==> src/rtl/writeback_arbiter_pkg.sv <==
// Shared writeback types: register/exception encodings, the per-source request
// record, source indices and the idle payload of the writeback port.
package writeback_arbiter_pkg;

    localparam int DataWidth = 32;
    localparam int RobDepth  = 32;
    localparam int RobIdW    = $clog2(RobDepth);
    localparam int WbSrcNum  = 4;

    localparam int WB_SRC_ALU = 0;
    localparam int WB_SRC_MDU = 1;
    localparam int WB_SRC_LSU = 2;
    localparam int WB_SRC_BR  = 3;

    localparam logic Enable_  = 1'b0;
    localparam logic Disable_ = 1'b1;

    typedef enum logic [1:0] {
        TYPE_NONE = 2'd0,
        TYPE_GPR  = 2'd1,
        TYPE_FPR  = 2'd2,
        TYPE_ROB  = 2'd3
    } RegType_t;

    typedef struct packed {
        RegType_t            regtype;
        logic [RobIdW-1:0]   addr;
    } RegFile_t;

    typedef enum logic [3:0] {
        EXP_I_MISS_ALIGN = 4'd0,
        EXP_I_FAULT      = 4'd1,
        EXP_ILLEGAL_INST = 4'd2,
        EXP_BREAK        = 4'd3,
        EXP_D_MISS_ALIGN = 4'd4,
        EXP_D_FAULT      = 4'd5,
        EXP_ECALL        = 4'd8
    } ExpCode_t;

    typedef struct packed {
        RegFile_t               rd;
        logic [DataWidth-1:0]   data;
        logic                   exp_;
        ExpCode_t               exp_code;
        logic                   pred_miss_;
        logic                   jump_miss_;
    } WbReq_t;

    // Payload the writeback port shows whenever no result is being delivered.
    localparam WbReq_t WbReqReset = '{
        rd:         '0,
        data:       '0,
        exp_:       Disable_,
        exp_code:   EXP_I_MISS_ALIGN,
        pred_miss_: Disable_,
        jump_miss_: Disable_
    };

endpackage

==> src/rtl/wb_fifo.sv <==
// Two-entry result buffer for one writeback source; a push while full is lost,
// and clear empties it without touching the stored words.
module wb_fifo
    import writeback_arbiter_pkg::*;
(
    input  logic   clk,
    input  logic   reset,
    input  logic   clear,
    input  logic   push_,
    input  WbReq_t din,
    input  logic   pop,
    output logic   full,
    output logic   empty,
    output WbReq_t head
);

    WbReq_t     mem_q [2];
    WbReq_t     mem_d [2];
    logic       rd_ptr_q, rd_ptr_d;
    logic       wr_ptr_q, wr_ptr_d;
    logic [1:0] count_q, count_d;
    logic       do_push, do_pop;

    always_comb begin
        do_push  = (push_ == Enable_) && (count_q != 2'd2);
        do_pop   = pop && (count_q != 2'd0);
        mem_d    = mem_q;
        rd_ptr_d = rd_ptr_q;
        wr_ptr_d = wr_ptr_q;
        count_d  = count_q;
        if (clear) begin
            rd_ptr_d = 1'b0;
            wr_ptr_d = 1'b0;
            count_d  = 2'd0;
        end else begin
            if (do_push) begin
                mem_d[wr_ptr_q] = din;
                wr_ptr_d        = ~wr_ptr_q;
            end
            if (do_pop) begin
                rd_ptr_d = ~rd_ptr_q;
            end
            count_d = count_q + 2'(do_push) - 2'(do_pop);
        end
    end

    always_ff @(posedge clk) begin
        if (reset) begin
            rd_ptr_q <= 1'b0;
            wr_ptr_q <= 1'b0;
            count_q  <= 2'd0;
        end else begin
            rd_ptr_q <= rd_ptr_d;
            wr_ptr_q <= wr_ptr_d;
            count_q  <= count_d;
        end
    end

    always_ff @(posedge clk) begin
        mem_q <= mem_d;
    end

    assign full  = (count_q == 2'd2);
    assign empty = (count_q == 2'd0);
    assign head  = mem_q[rd_ptr_q];

    property p_no_push_when_full;
        @(posedge clk) disable iff (reset || clear) !((push_ == Enable_) && full);
    endproperty
    assert property (p_no_push_when_full);

endmodule

==> src/rtl/writeback_arbiter.sv <==
// Round-robin merge of per-source writeback buffers into the single registered
// reorder-buffer writeback port; a ROB flush drops everything still buffered.
module writeback_arbiter
    import writeback_arbiter_pkg::*;
#(
    parameter int DATA    = DataWidth,
    parameter int NUM_SRC = WbSrcNum,
    parameter int SRC     = $clog2(NUM_SRC)
) (
    input  logic            clk,
    input  logic            reset,
    input  logic            flush_,
    input  logic            src_e_        [NUM_SRC],
    input  RegFile_t        src_rd        [NUM_SRC],
    input  logic [DATA-1:0] src_data      [NUM_SRC],
    input  logic            src_exp_      [NUM_SRC],
    input  ExpCode_t        src_exp_code  [NUM_SRC],
    input  logic            src_pred_miss_[NUM_SRC],
    input  logic            src_jump_miss_[NUM_SRC],
    output logic            src_busy      [NUM_SRC],
    output logic            wb_e_,
    output RegFile_t        wb_rd,
    output logic [DATA-1:0] wb_data,
    output logic            wb_exp_,
    output ExpCode_t        wb_exp_code,
    output logic            wb_pred_miss_,
    output logic            wb_jump_miss_
);

    WbReq_t         fifo_din   [NUM_SRC];
    WbReq_t         fifo_head  [NUM_SRC];
    logic           fifo_full  [NUM_SRC];
    logic           fifo_empty [NUM_SRC];
    logic           fifo_pop   [NUM_SRC];
    logic           flush_now;

    logic           grant_vld;
    logic [SRC-1:0] grant_idx;
    logic [SRC-1:0] cand;
    logic [SRC-1:0] last_grant_q, last_grant_d;
    logic           wb_e_q, wb_e_d;
    WbReq_t         wb_q, wb_d;

    assign flush_now = (flush_ == Enable_);

    for (genvar i = 0; i < NUM_SRC; i++) begin : g_src
        assign fifo_din[i] = '{
            rd:         src_rd[i],
            data:       DataWidth'(src_data[i]),
            exp_:       src_exp_[i],
            exp_code:   src_exp_code[i],
            pred_miss_: src_pred_miss_[i],
            jump_miss_: src_jump_miss_[i]
        };

        wb_fifo u_fifo (
            .clk   (clk),
            .reset (reset),
            .clear (flush_now),
            .push_ (src_e_[i]),
            .din   (fifo_din[i]),
            .pop   (fifo_pop[i]),
            .full  (fifo_full[i]),
            .empty (fifo_empty[i]),
            .head  (fifo_head[i])
        );

        assign src_busy[i] = fifo_full[i];
    end

    // Search starts just past the previous winner so every source is reached
    // within NUM_SRC grants; entries pushed this cycle are not yet visible.
    always_comb begin
        grant_vld = 1'b0;
        grant_idx = last_grant_q;
        cand      = last_grant_q;
        for (int k = 1; k <= NUM_SRC; k++) begin
            cand = SRC'((int'(last_grant_q) + k) % NUM_SRC);
            if (!grant_vld && !fifo_empty[cand]) begin
                grant_vld = 1'b1;
                grant_idx = cand;
            end
        end
        for (int i = 0; i < NUM_SRC; i++) begin
            fifo_pop[i] = grant_vld && (grant_idx == SRC'(i));
        end

        wb_e_d       = Disable_;
        wb_d         = WbReqReset;
        last_grant_d = last_grant_q;
        if (!flush_now && grant_vld) begin
            wb_e_d       = Enable_;
            wb_d         = fifo_head[grant_idx];
            last_grant_d = grant_idx;
        end
    end

    always_ff @(posedge clk) begin
        if (reset) begin
            wb_e_q       <= Disable_;
            wb_q         <= WbReqReset;
            last_grant_q <= SRC'(NUM_SRC - 1);
        end else begin
            wb_e_q       <= wb_e_d;
            wb_q         <= wb_d;
            last_grant_q <= last_grant_d;
        end
    end

    assign wb_e_         = wb_e_q;
    assign wb_rd         = wb_q.rd;
    assign wb_data       = DATA'(wb_q.data);
    assign wb_exp_       = wb_q.exp_;
    assign wb_exp_code   = wb_q.exp_code;
    assign wb_pred_miss_ = wb_q.pred_miss_;
    assign wb_jump_miss_ = wb_q.jump_miss_;

endmodule

==> config.mk <==
export PLATFORM = sky130hd
export DESIGN_NAME = writeback_arbiter
export DESIGN_NICKNAME = d
export VERILOG_FILES = /design/src/rtl/writeback_arbiter_pkg.sv /design/src/rtl/wb_fifo.sv /design/src/rtl/writeback_arbiter.sv
export SDC_FILE = /design/constraint.sdc
export NUM_CORES = 1
export LEC_CHECK = 0
export ABC_AREA = 1
export CORE_MARGIN = 3
export CORE_UTILIZATION = 40
export CTS_BUF_LIST = sky130_fd_sc_hd__clkbuf_8
export DETAILED_ROUTE_END_ITERATION = 8
export GPL_ROUTABILITY_DRIVEN = 1
export HOLD_SLACK_MARGIN = 0.05
export MAX_ROUTING_LAYER = met4
export PLACE_DENSITY = 0.58
export REMOVE_ABC_BUFFERS = 1
export SLEW_MARGIN = 20
export SYNTH_ARGS = -nofsm -noshare
export SYNTH_HDL_FRONTEND = slang
export SYNTH_HIERARCHICAL = 1
export SYNTH_SLANG_ARGS = --single-unit
==> constraint.sdc <==
create_clock -name clk -period 7.3 [get_ports clk]
set_input_delay 1.825 -clock clk [delete_from_list [all_inputs] [get_ports clk]]
set_output_delay 1.825 -clock clk [all_outputs]
set_load 0.05 [all_outputs]
==> impl_metrics.toml, run 1 <==
[outcome]
status = "finished clean"

[timing]
worst_pin_slew_ns = 1.059
hold_viol_final = 0
layout_min_cycle_time_ns = 4.258
finalSetupViolCount = 0
rsz0062_at_grt = "false"
holdWs_ns = 0.5375
timing.final.crit_share_pct = 58.33
setup_tns_ns = 0
fin_skew_ns = 0.03003
slew_violations = 0
relSlewSlack_pct = 29.13
fmax_mhz = 234.8

[finish]
final_area_mm2 = 0.02222
multiInputGateArea_mm2 = 0.004905
drive_above_1_share_pct = 20.67
fillerInstances = 3806
regArea_mm2 = 0.01236
final_nets = 1773
area_delta_synth_final_pct = 25.16

[synth]
synth.most_common_cell = "nand2_1"
synth_top_area_share_pct = 62.25
async_flop_share_pct = 0
syn_inst = 1298
synth_area_mm2 = 0.01775
synth_ff_type = "edfxtp_1"
synth-edff-count = 368
yosysUniqueCellTypes = 25
yosys-top-cells-area = "edfxtp_1, nand2_1, dfxtp_1"
synth_top_area_cell = "edfxtp_1"
ys_seq_elements = 433
syn_area_per_cell_um2 = 13.68
synth_warnings = 6
synth_commonest_cells = "nand2_1, edfxtp_1, mux2_2"
yosysSeqAreaShare_pct = 69.58

[route]
drcViolationCount = 0
wl_per_cell_um = 19.88
via_count = 10820
drtAntennaViolNets = 0
viasPerCell = 4.870
drt_iter0_drc = 673
routed_wl_mm = 44.15
drtPass1Iterations = 5

[power_and_ir_drop]
p_comb_share_pct = 42.2
p_seq_share_pct = 33.2
powerDensity_mw_per_mm2 = 408.1
peakVddDrop_mv = 0.8095
power_switching_mw = 3.820
intPower_mw = 5.247
switching_share_pct = 42.13
clkPwrFrac_pct = 24.6
p_leak_nw = 8.329

[global_routing]
track_usage_pct = 19.22
grt_max_degree = 74
grt_pass1_vias = 11260
grt_pass1_wl_mm = 65.36
grt_overflow_total = 0
grt_antenna_before_repair = 1

[floorplanning]
die_w_um = 216.7
io-pin-count = 242
die_y_um = 216.7
core_area_mm2 = 0.04346
row_count = 76
start_util_pct = 40.85
dieArea_mm2 = 0.04694

[clock_tree]
cts_tree = "yes"
cts.repair.resized = 0
insertion_delay_ns = 0.62
htree_levels = 3
cts.clk_slew.worst_paths_ns = 0.06
cts.sinks = 433
cts_setup_buffers = 0
cts_max_path_buffers = 3
clockRootBuffer = "clkbuf_8"
postCtsHoldBufs = 0
numCtsBuffers = 75

[setup_path]
critPathCaptureType = "flip-flop"
slowest_delay_ns = 0.93
cp_cell_sequence = "inv_6 -> nand2_1 -> nand2_1 -> nand2_2 -> nand2_4 -> nand3_4 -> nand2_1 -> nand2_4 -> nand2_1 -> nor2_1 -> inv_1 -> nor2_1 -> ha_1 -> inv_1 -> ha_1 -> inv_1 -> nand2_1 -> nand3_1 -> nand2_1 -> nor2_1"
r2r_cells = 20
worst-path-buf-inv = 4
path_class = "reg -> reg"
slowest_stage = "nand2_4"
arrival_ns = 4.76
crit_required_ns = 7.80
startpoint_type = "flip-flop"
critPathMaxFanout = 72
path_common_cell = "nand2_1"
cp_num_cells = 20
crit_family = "simple AND/OR/NAND/NOR gates"

[placed_design]
place_area_mm2 = 0.02066
post-dp-hpwl_mm = 28.70
routabilityCongestion = 0.8666
port-buffer-count = 241

[run]
cap_violations = 0

[hold_path]
min_path_cells = 2
worst_hold_path_type = "reg -> reg"
[worst min-delay path, stage by stage, from the launching register on]
cell	delay [ns]
dfxtp_1	0.36
a21oi_1	0.06
nor2_1	0.09
[kinds of logic after synthesis]
kind of cell,after synthesis,synth area share (%)
AND/OR/NAND/NOR,561,13.09
AO/OA/AOI/OAI,13,0.3665
adder cells (fa/ha/maj),8,0.5639
flip-flops,433,69.58
buffers and inverters,99,3.200
multiplexers,184,13.20
[through the flow]
step | util, % | instances | setup slack [ns] | total power [mW]
2_1_floorplan | - | 1244 | 1.582 | 5.495
3_3_place_gp | 47.54 | 2082 | 2.413 | 6.967
3_5_place_dp | 47.55 | 2082 | 2.536 | 6.981
4_1_cts | 51.11 | 2220 | 3.041 | 9.252
5_1_grt | 51.13 | 2221 | 2.644 | 9.674
6_report | 51.13 | 2221 | 3.042 | 9.067
[power groups by stage]
stage          Combinational, mW  Clock [mW]  Sequential (mW)
2_1_floorplan               1.99           0             3.50
3_3_place_gp                3.90           0             3.06
3_5_place_dp                3.92           0             3.06
4_1_cts                     3.93        2.31             3.02
5_1_grt                     4.24        2.40             3.03
6_report                    3.83        2.23             3.01
[state kept, by name, summed over array words and instances, names as in the netlist]
register	count
g_src.u_fifo/mem_q	368
wb_data	32
g_src.u_fifo/count_q	8
wb_rd	7
g_src.u_fifo/rd_ptr_q	4
g_src.u_fifo/wr_ptr_q	4
wb_exp_code	4
last_grant_q	2
wb_e_	1
wb_exp_	1
wb_jump_miss_	1
wb_pred_miss_	1
[cell usage in the layout, fill, tap and decap left out, types with 6 or more instances in the layout]
| cell type | n |
|---|---|
| a21oi_1 | 11 |
| nand2_1 | 370 |
| mux2_4 | 72 |
| clkbuf_8 | 89 |
| edfxtp_1 | 368 |
| ha_1 | 8 |
| clkinv_1 | 8 |
| nand2_2 | 8 |
| clkdlybuf4s50_1 | 241 |
| nand3_1 | 85 |
| clkinv_2 | 6 |
| nor2_1 | 76 |
| buf_4 | 12 |
| inv_1 | 63 |
| inv_2 | 6 |
| dfxtp_1 | 61 |
| mux2_2 | 112 |
[per-layer routing]
layer	share of wire [%]	GRT usage, %
met5	0	-
met2	49	31.50
met1	42	23.88
met4	3.1	6.522
met3	5.7	4.024
[final timing paths]
kind | from | endpoint | slack, ns
setup / recovery | last_grant_q[0] | g_src[2].u_fifo/count_q[1] | 3.04
hold / removal | g_src[1].u_fifo/wr_ptr_q | g_src[1].u_fifo/wr_ptr_q | 0.54
setup reg to reg | last_grant_q[0] | g_src[2].u_fifo/count_q[1] | 3.04
hold reg to reg | g_src[1].u_fifo/wr_ptr_q | g_src[1].u_fifo/wr_ptr_q | 0.54
[layout make-up]
| cell class | instances | share of cell area [%] |
|---|---|---|
| antenna | 1 | 0.01126 |
| clock buffer | 89 | 5.513 |
| clock inverter | 49 | 1.442 |
| inverter | 45 | 0.7828 |
| multi-input combinational | 766 | 22.08 |
| sequential | 433 | 55.62 |
| tap | 585 | 3.294 |
| timing repair buffer | 253 | 11.26 |
(Power assumes the default switching activity.)
==> run 2, diff against run 1 <==
==> constraint.sdc (replaced) <==
create_clock -name clk -period 4.2 [get_ports clk]
set_input_delay 1.05 -clock clk [delete_from_list [all_inputs] [get_ports clk]]
set_output_delay 1.05 -clock clk [all_outputs]
set_load 0.05 [all_outputs]
==> run 2 against run 1 <==
Compared with the run above: final cell count increased by 0.54%; non-clock buffer count increased by 9; combinational power increased by 78%; wire length increased by 0.24%; critical path depth decreased by 3; via count increased by 0.26%; final area decreased by 0.20%; clock skew decreased by 0.0027 ns; register-to-register slack got worse by 2.1 ns.
==> impl_metrics.toml, run 2 (synthesized netlist as in run 1, its figures left out) <==
[power_and_ir_drop]
peakVddDrop_mv = 0.7365
intPower_mw = 8.897
p_comb_share_pct = 43.7
power_switching_mw = 6.740
powerDensity_mw_per_mm2 = 705.3
switching_share_pct = 43.10
p_seq_share_pct = 33.8
clkPwrFrac_pct = 22.5
p_leak_nw = 8.385
power_mw = 15.64

[finish]
area_delta_synth_final_pct = 24.91
final_util_pct = 51.02
final_area_mm2 = 0.02217
layout_common_cells = "nand2_1, edfxtp_1, clkdlybuf4s50_1"
final_nets = 1783
top_register = "g_src.u_fifo/mem_q"
fin_cells = 2233
drive_above_1_share_pct = 20.29
largest_reg_flops = 368
mostFrequentLayoutCell = "nand2_1"

[clock_tree]
cts.repair.resized = 0
cts_max_path_buffers = 3
clockRootBuffer = "clkbuf_8"
cts.sinks = 433
insertion_delay_ns = 0.62
cts_setup_buffers = 0
htree_levels = 3
cts_tree = "yes"
postCtsHoldBufs = 0
cts.clk_slew.worst_paths_ns = 0.06
numCtsBuffers = 76

[timing]
layout_min_cycle_time_ns = 3.301
setup_tns_ns = 0
relSlewSlack_pct = 29.74
hold_viol_final = 0
worst_pin_slew_ns = 1.054
finalSetupViolCount = 0
rsz0062_at_grt = "false"
holdWs_ns = 0.5387
fmax_mhz = 302.9
slew_violations = 0
timing.final.ws_setup_ns = 0.8985
fin_skew_ns = 0.02732
timing.final.crit_share_pct = 78.61

[setup_path]
worst-path-buf-inv = 2
crit_start = "g_src[0].u_fifo/count_q[1]"
ff2ff_setup_slack_ns = 0.90
slowest_delay_ns = 0.46
r2r-start = "g_src[0].u_fifo/count_q[1]"
slowest_stage = "nand2_2"
r2r-end = "g_src[2].u_fifo/count_q[1]"
critPathMaxFanout = 34
critPathCaptureType = "flip-flop"
cp_cell_sequence = "nor2_1 -> nand2_1 -> nand2_2 -> nor2_1 -> o21ai_0 -> nand2_1 -> nand3_1 -> nand2_2 -> nor2_1 -> inv_1 -> nor2_1 -> ha_1 -> inv_1 -> ha_1 -> nand2_1 -> a21oi_1 -> nor2_1"
path_common_cell = "nor2_1"
r2r_cells = 17
startpoint_type = "flip-flop"
path_class = "reg -> reg"
crit_required_ns = 4.69
arrival_ns = 3.79
crit_family = "simple AND/OR/NAND/NOR gates"

[hold_path]
min_to = "g_src[1].u_fifo/wr_ptr_q"
worst_hold_path_type = "reg -> reg"
worstHoldStart = "g_src[1].u_fifo/wr_ptr_q"
min_path_cells = 2

[floorplanning]
core_area_mm2 = 0.04346
die_w_um = 216.7
dieArea_mm2 = 0.04694
row_count = 76
die_y_um = 216.7
start_util_pct = 40.85
io-pin-count = 242

[placed_design]
dp_slack_ns = 0.8383
place_area_mm2 = 0.02077
dp_cells = 2091
post-dp-hpwl_mm = 29.03
routabilityCongestion = 0.8152
port-buffer-count = 241

[run]
cap_violations = 0

[route]
drcViolationCount = 0
viasPerCell = 4.857
wl_per_cell_um = 19.82
routed_wl_mm = 44.26
via_count = 10850
drtPass1Iterations = 5
drt_iter0_drc = 728
drtAntennaViolNets = 0

[global_routing]
track_usage_pct = 19.18
grt_antenna_before_repair = 2
grt_pass1_wl_mm = 65.59
grt_pass1_vias = 11140
grt_overflow_total = 0
grt_max_degree = 73

[outcome]
status = "finished clean"
==> run 2: cell types whose count changed in the layout (fill, tap and decap cells not counted), sizes merged <==
cell      change
inv          +21
clkinvlp      -2
buf           +9
diode         +1
bufinv        -3
clkbuf        -7
clkinv        -7
==> run 2: layer usage <==
layer	part of all wire, %	global-route usage, %
met1	42	23.30
met5	0	-
met4	3.8	7.420
met2	48	31.05
met3	6.1	4.753
==> run 2: final cells by class <==
| class | count | area (um2) |
|---|---|---|
| fill | 3826 | 21280 |
| sequential | 433 | 12360 |
| multi-input combinational | 766 | 4893 |
| timing repair buffer | 262 | 2608 |
| clock buffer | 82 | 1129 |
| tap | 585 | 732.0 |
| clock inverter | 58 | 270.3 |
| inverter | 45 | 173.9 |
| antenna | 2 | 5.005 |
==> run 2: worst reg2reg max path, stage by stage, from the launching register on <==
cell and delay (ns):
dfxtp_1 0.35, nor2_1 0.31, nand2_1 0.12, nand2_2 0.14
nor2_1 0.07, o21ai_0 0.21, nand2_1 0.11, nand3_1 0.10
nand2_2 0.46, nor2_1 0.33, inv_1 0.06, nor2_1 0.17
ha_1 0.25, inv_1 0.05, ha_1 0.15, nand2_1 0.08
a21oi_1 0.17, nor2_1 0.06
==> run 2: how the worst max path moves through the flow <==
stage	cells past startpoint	end	slack, ns
2_1_floorplan	2	g_src[0].u_fifo/mem_q[46]	-0.74
3_3_place_gp	4	g_src[2].u_fifo/mem_q[74]	0.92
3_5_place_dp	4	g_src[2].u_fifo/mem_q[84]	0.84
4_1_cts	18	g_src[2].u_fifo/count_q[1]	0.89
5_1_grt	18	g_src[2].u_fifo/count_q[1]	0.54
6_report	17	g_src[2].u_fifo/count_q[1]	0.90
==> run 2: power groups by stage <==
| stage | sequential [mW] | clock (mW) | combinational [mW] |
|---|---|---|---|
| global placement | 5.38 | 0 | 6.97 |
| CTS | 5.30 | 3.64 | 7.04 |
| finish | 5.29 | 3.52 | 6.83 |
| floorplan | 6.09 | 0 | 3.47 |
| detailed placement | 5.38 | 0 | 7.02 |
| global route | 5.33 | 3.84 | 7.53 |
